## src/rtl/muldiv_unit.sv

```systemverilog
// muldiv_unit: multi-cycle multiply/divide unit that owns the HI/LO pair.
//   mult/multu use shift-add and div/divu use restoring division, one bit per clock.
//   Signed operations run on magnitudes. The sign is corrected on the final edge.
//   Optional feature macro: MULDIV_EARLY_OUT_EN. When it is defined, a multiply
//   finishes once the remaining multiplier bits are all zero.
module muldiv_unit #(
   parameter int unsigned dataWidth = 32
) (
   input  logic                 clk,
   input  logic                 rst_n,
   input  logic                 Start,
   input  logic [1:0]           Op,
   input  logic [dataWidth-1:0] SrcA,
   input  logic [dataWidth-1:0] SrcB,
   output logic                 Busy,
   output logic                 Done,
   output logic                 DivByZero,
   output logic [dataWidth-1:0] HI,
   output logic [dataWidth-1:0] LO
);

   localparam int unsigned W  = dataWidth;
   localparam int unsigned CW = $clog2(dataWidth + 1);

   typedef enum logic [1:0] {IDLE, RUN, DONE} state_t;

   state_t          state, state_nxt;
   logic [CW-1:0]   count;
   logic            is_div;     // latched Op[1]
   logic            res_neg;    // product / quotient must be negated
   logic            rem_neg;    // remainder takes the dividend's sign
   logic [2*W-1:0]  acc;        // mult: running product; div: {remainder, quotient}
   logic [2*W-1:0]  mcand;      // mult: multiplicand, shifted left each step
   logic [W-1:0]    mplier;     // mult: multiplier, shifted right; div: divisor

   logic            accept, last_iter, op_signed, div_zero;
   logic [W-1:0]    a_mag, b_mag;
   logic [W:0]      part_rem;
   logic [W-1:0]    sub_rem, quo_fix, rem_fix;
   logic [2*W-1:0]  prod_fix;

   // Operand conditioning, the divide step and the final sign correction
   always_comb begin
      op_signed = ~Op[0];
      a_mag     = (op_signed && SrcA[W-1]) ? -SrcA : SrcA;
      b_mag     = (op_signed && SrcB[W-1]) ? -SrcB : SrcB;
      // The partial remainder is {rem, next dividend bit}. The low W bits of the
      // difference are exact whenever the subtraction is taken.
      part_rem  = acc[2*W-1:W-1];
      sub_rem   = part_rem[W-1:0] - mplier;
      div_zero  = (mplier == '0);
      prod_fix  = res_neg ? -acc : acc;
      quo_fix   = res_neg ? -acc[W-1:0] : acc[W-1:0];
      rem_fix   = rem_neg ? -acc[2*W-1:W] : acc[2*W-1:W];
`ifdef MULDIV_EARLY_OUT_EN
      last_iter = (count == CW'(W)) || (!is_div && (count != '0) && (mplier == '0));
`else
      last_iter = (count == CW'(W));
`endif
   end

   // Next-state logic and Start acceptance
   always_comb begin
      state_nxt = state;
      accept    = 1'b0;
      case (state)
         IDLE: begin
            if (Start) begin
               accept    = 1'b1;
               state_nxt = RUN;
            end
         end
         RUN: begin
            if (last_iter) state_nxt = DONE;
         end
         DONE: begin
            if (Start) begin
               accept    = 1'b1;
               state_nxt = RUN;
            end else begin
               state_nxt = IDLE;
            end
         end
         default: state_nxt = IDLE;
      endcase
   end

   // State register
   always_ff @(posedge clk or negedge rst_n) begin
      if (!rst_n) state <= IDLE;
      else        state <= state_nxt;
   end

   // Operand latch, iteration datapath and HI/LO write-back
   always_ff @(posedge clk or negedge rst_n) begin
      if (!rst_n) begin
         count     <= '0;
         is_div    <= 1'b0;
         res_neg   <= 1'b0;
         rem_neg   <= 1'b0;
         acc       <= '0;
         mcand     <= '0;
         mplier    <= '0;
         DivByZero <= 1'b0;
         HI        <= '0;
         LO        <= '0;
      end else if (accept) begin
         count     <= '0;
         is_div    <= Op[1];
         res_neg   <= op_signed & (SrcA[W-1] ^ SrcB[W-1]);
         rem_neg   <= op_signed & SrcA[W-1];
         acc       <= Op[1] ? {{W{1'b0}}, a_mag} : '0;
         mcand     <= {{W{1'b0}}, a_mag};
         mplier    <= b_mag;
         DivByZero <= 1'b0;
      end else if (state == RUN) begin
         if (!last_iter) begin
            count <= count + CW'(1);
            if (is_div) begin
               if (part_rem >= {1'b0, mplier})
                  acc <= {sub_rem, acc[W-2:0], 1'b1};
               else
                  acc <= {acc[2*W-2:0], 1'b0};
            end else begin
               if (mplier[0]) acc <= acc + mcand;
               mcand  <= {mcand[2*W-2:0], 1'b0};
               mplier <= {1'b0, mplier[W-1:1]};
            end
         end else begin
            DivByZero <= is_div & div_zero;
            if (!is_div) begin
               HI <= prod_fix[2*W-1:W];
               LO <= prod_fix[W-1:0];
            end else if (div_zero) begin
               // Dividing by zero leaves the raw dividend in the remainder half.
               // Restoring its sign gives back SrcA unmodified.
               HI <= rem_fix;
               LO <= '1;
            end else begin
               HI <= rem_fix;
               LO <= quo_fix;
            end
         end
      end else if (state == DONE) begin
         DivByZero <= 1'b0;
      end
   end

   assign Busy = (state == RUN);
   assign Done = (state == DONE);

endmodule

```

## config.mk

```make
export PLATFORM = sky130hd
export DESIGN_NAME = muldiv_unit
export DESIGN_NICKNAME = d
export VERILOG_FILES = /design/src/rtl/muldiv_unit.sv
export SDC_FILE = /design/constraint.sdc
export NUM_CORES = 1
export LEC_CHECK = 0
export ABC_AREA = 1
export BUFFER_PORTS_ARGS = -buffer_cell sky130_fd_sc_hd__buf_2
export CAP_MARGIN = 20
export CORE_MARGIN = 10
export CORE_UTILIZATION = 24
export CTS_CLUSTER_SIZE = 25
export DETAILED_ROUTE_END_ITERATION = 10
export SLEW_MARGIN = 20
export SYNTH_ARGS = -nofsm -noshare
export SYNTH_HDL_FRONTEND = slang
export SYNTH_SLANG_ARGS = --single-unit
export TNS_END_PERCENT = 100
```

## constraint.sdc

```tcl
create_clock -name clk -period 6.13 [get_ports clk]
set_input_delay 0.3065 -clock clk [delete_from_list [all_inputs] [get_ports clk]]
set_output_delay 0.3065 -clock clk [all_outputs]
set_load 0.05 [all_outputs]
```

* After elaboration in Yosys (flattened, before gate mapping) *
Cells that the tools add are included.
Widths: inputs -> output; s select.

word-level totals
  bits in registers = 236
  bits in latches = 0
  RAM bits = 0
  memory bits (read-only) = 0
  output and inout port bits = 67
  logic and storage cells = 84
  memories = 0

operators by class
  add/sub/neg operators = 8
  multipliers = 0
  div/mod/pow operators = 0
  $lt $le $gt $ge = 1
  eq/ne operators = 8
  shifts and indexed selects = 0
  muxes and demuxes = 36
  bitwise gates (word level) = 6
  reduce and logical (&&, ||, !) cells = 14

operators with widths
  kind                 count
  $mux 64              11
  $mux 32              12
  $neg 32->32          4
  $add 64x64->64       1
  $neg 64->64          1
  $ge 33x32->1         1
  $logic_not 32->1     1
  $sub 32x32->32       1
  $mux 6               3
  $reduce_and 3->1     3
  $mux 1               7
  $add 6x1->6 const B  1
  $eq 6x6->1 const B   1
  $pmux 2 s3           1
  $reduce_and 2->1     3
  $reduce_bool 3->1    2
  $mux 2               2
  $ne 2x1->1 const B   2
  $ne 2x2->1 const B   2
  $and 1x1->1          3
  $ne 3x1->1 const B   1
  $eq 2x1->1 const B   1
  $eq 2x2->1 const B   1
  $logic_and 1x1->1    2
  other kinds (5)      6

* Longest topological paths before layout *
  depth in word-level cells = 6
  depth in mapped cells = 18
  gate-level depth less buffers = 17

* Worst setup path before layout *
Ideal clock, no wire load.

  path type = reg-to-reg
  start point = reg state[0]
  end point = reg acc[0]
  setup time = 0.139 ns
  data arrival time = 2.235 ns
  slack = 3.757 ns
  stages on the path, launching flop included = 12
  period minus slack after synthesis = 2.373 ns
  cell sequence = dfrtp_1 -> inv_1 -> ha_1 -> o21ai_4 -> nor2_2 -> inv_2 -> nand2_4 -> o21ai_2 -> buf_4 -> buf_6 -> a221oi_1 -> a22oi_1

on the way
  longest elaborated chain between the ends = 5
  elaborated cells between the ends (all ways) = 10
  classes of those cells = eq/ne: 3; mux: 2; reduce/logical: 5

ends and longest elaborated chain
  what                                          line  text
  start, declared                               27    state_t state, state_nxt;
  start signal, assigned                        91    else state <= state_nxt;
  $eq 2x2->1 *                                  n/a
  net Done                                      16    output logic Done,
  $reduce_or 2->1 (no line) *                   n/a
  $mux 1 *                                      n/a
  $ne 2x2->1 (no line) (tied with other cells)  n/a
  $reduce_and 3->1 (no line)                    n/a
  end signal, assigned                          112   acc <= Op[1] ? {{W{1'b0}}, a_mag} : '0;
  end signal, assigned                          121   acc <= {sub_rem, acc[W-2:0], 1'b1};
  end signal, assigned                          123   acc <= {acc[2*W-2:0], 1'b0};
  end, declared                                 32    logic [2*W-1:0] acc;

The timed path passes the listed nets; every way through them passes the cells marked *.
A chain may end at the register's enable or synchronous reset.

* Worst setup path after layout *
  start point = reg state[0]
  end point = reg acc[5]

on the way
  longest elaborated chain between the ends = 5
  elaborated cells between the ends (all ways) = 10
  classes of those cells = eq/ne: 3; mux: 2; reduce/logical: 5

ends and longest elaborated chain
  what                                                  line  text
  $eq 2x2->1 / $logic_not 2->1 (equally long branches)  66    case (state)
  $reduce_or 2->1 (no line)                             n/a
  $mux 1                                                n/a
  $ne 2x2->1 (no line) (tied with other cells)          n/a
  $reduce_and 3->1 (no line)                            n/a

Several ways; a longest one is shown, not always the timed one.

==> metrics.txt <==
WP data required 6600 ps; Final Cycle Share 65.2%; num ports between 100 and 150; largest net degree at the start of global routing approximately 150; Top cell by count, worst path inv_1; clock net sink count around 240; final slew viol count 0; root buffer cell clkbuf_16; ranking of synthesized cells by area dfrtp_1 (25%), nand2_1 (22%), inv_1 (11%); Yosys top cell area share 25.2%; die area 110000 sq um; H-tree depth 1; slowest CP cell o21ai_4; Buf+Inv Stages, Crit Path 7; peak supply drop 448 uV; Max stage delay on crit path 660 ps; DRC 0; status finished, final reports clean; main flop type after synthesis dfrtp_1; Routed WL between 90 and 100 mm; crit path capture type flip-flop; max cap viols 0; Vias per Instance 4.74; sequential element share of the synthesized area 25.2%; max frequency 250 MHz; async set-or-reset flop fraction in the synthesized netlist 100%; number of cells on the worst hold path 5; post-synth top area cell dfrtp_1; initial core utilization 24.2%; ant diodes 0; Initial DRC Count around 2300; CP top delay family buffers and inverters; Tot GR Track Use 16.6%; CP Max Fanout 40; cell area power density 563 nW/um^2; Port Buf Inserts 135; antenna-violating nets left 0; total leakage power 14.3 nW; Final Total Pwr 14.9 mW; Relative slew margins 31.1%; Die W 332 microns; WL/cell approximately 18 microns; Worst Skew 28.5 ps; TritonRoute pass-1 iters 5; Cell Area, Synth 23400 sq um; RSZ-0062 raised after global routing no; pre-CTS setup slack 2120 ps; Final nets 4296; routability cong. approximately 0.97; CTS max path bufs 3; Die H 332 microns; Final Core Density between 20% and 30%; Period minus WS final 4000 ps; Least-Margin Pin Slew 1030 ps; reg2reg path depth 12; core area 96700 sq um; Num CTS Buffers 30; # Post-CTS Setup Buffers 0; post-route setup TNS 0 ps; via count of the first global-routing pass 23960; Crit Path Class reg -> reg; Clock Latency Late Sink around 600 ps; yosys warns 0; final worst slack 2130 ps; CP cell instances inv_1 -> ha_1 -> o21ai_4 -> inv_2 -> nor2_2 -> buf_4 -> inv_2 -> o21ai_4 -> buf_4 -> inv_1 -> o21ai_0 -> inv_1; Area growth, synth to finish 12.9%; grt ovf 0; Worst path depth 12; layout cells sized above 1 6.13%; Vias 25650; final setup fails 0; crit path DAT approximately 4500 ps; Clock transition at path regs 60 ps; flops & latches, synth 236; Synth Instances between 4000 and 5000; crit start category flip-flop; initial antenna violation count 3; CTS tree yes; hold slack 84.9 ps; row count 114; syn nets about 4200; Post-synth EDFFs 0; synthesized area per cell 5.80 sq um; DP Wirelength 78.5 mm; Fin. Hold Viols 0; Synth cell types 53; first-pass GRT wire length 146 mm; Hold Crit Class in -> reg
[final cells by class]
type                            instances  area, sq um
Sequential cell                       236         5910
Timing Repair Buffer                  155          851
Tap cell                             1276         1600
Multi-Input combinational cell       2978        14300
Inverter                              718         2700
Fill cell                           11178        70300
Clock buffer                           42          877
Clock inverter                         12          179
[state kept, by name, indices dropped and copies added, names as in the netlist]
register   count
DivByZero      1
mcand         64
count          6
LO            32
acc           64
res_neg        1
mplier        32
state          2
rem_neg        1
is_div         1
HI            32
[synthesized netlist by cell type, types with 3 or more instances]
library cell,instances
nand2_1,1392
inv_1,708
nor2_1,381
nand3_1,360
dfrtp_1,236
a21oi_1,178
o21ai_0,175
ha_1,106
xor2_1,83
clkbuf_1,54
nor3_1,47
o22ai_1,43
nand4_1,34
buf_2,30
a31oi_1,22
o21ai_1,19
xnor2_1,18
o211ai_1,14
or2_2,12
nor2_2,11
buf_4,10
inv_2,10
a22oi_1,7
buf_1,7
nand3b_1,7
o21bai_1,7
o221ai_1,6
and2_1,5
o21a_1,5
buf_6,4
nor4_1,4
and3_1,3
nand3_2,3
nor2_4,3
o2111ai_1,3
o31ai_1,3
[layer usage]
metal	up-vias	track usage (%)	share of wire (%)
li1	12823	-	-
met3	102	2.38	7.3
met2	823	25.9	43
met5	-	0	0
met1	11902	23.9	47
met4	0	3.82	2.4
[power breakdown]
group / internal (mW) / switching [mW]
Sequential: 2.05 / 0.900
Clock: 1.16 / 0.770
Combinational: 3.03 / 6.97
[kinds of logic (layout without fill, tap and decap cells)]
family,count (synthesis),count (layout),share of synthesized area (%)
compound gates,494,494,11.6
simple gates,2275,2275,39.9
flops,236,236,25.2
buf+inv,823,927,13.6
xor+xnor,101,101,3.78
fa+ha+maj,108,108,5.83
[worst paths after layout]
check / from / endpoint / slack [ps]
hold reg to reg: HI[29] / HI[29] / 470
max in group asynchronous: rst_n / mcand[6] / 4440
hold / removal: SrcB[30] / mplier[30] / 80
setup / recovery: state[0] / acc[5] / 2130
setup reg to reg: state[0] / acc[5] / 2130
min in group asynchronous: rst_n / acc[7] / 320
[tightest hold or removal path: stages]
cell and delay [ps]:
buf_2 110, nand2_1 50, nand3_1 70, nand2_1 50, nand2_1 50
[stage by stage]
step / cell area [sq um] / cells
2_1_floorplan: 23400 / 4037
3_3_place_gp: 25400 / 5362
3_5_place_dp: 25400 / 5362
4_1_cts: 26500 / 5417
5_1_grt: 26500 / 5417
6_report: 26500 / 5417
[layout by cell type, fill, tap and decap left out, types with 83 or more instances in the layout]
cell | synthesis | routed
a21oi_1 | 178 | 178
buf_2 | 30 | 134
dfrtp_1 | 236 | 236
ha_1 | 106 | 106
inv_1 | 708 | 708
nand2_1 | 1392 | 1392
nand3_1 | 360 | 360
nor2_1 | 381 | 379
o21ai_0 | 175 | 175
xor2_1 | 83 | 83
[what timing repair did]
action	in CTS	in global routing
resized for setup	0	0
hold buffers	1	0
hold endpoints to repair	88	0
No activity file was read; power rests on OpenSTA's default activity.
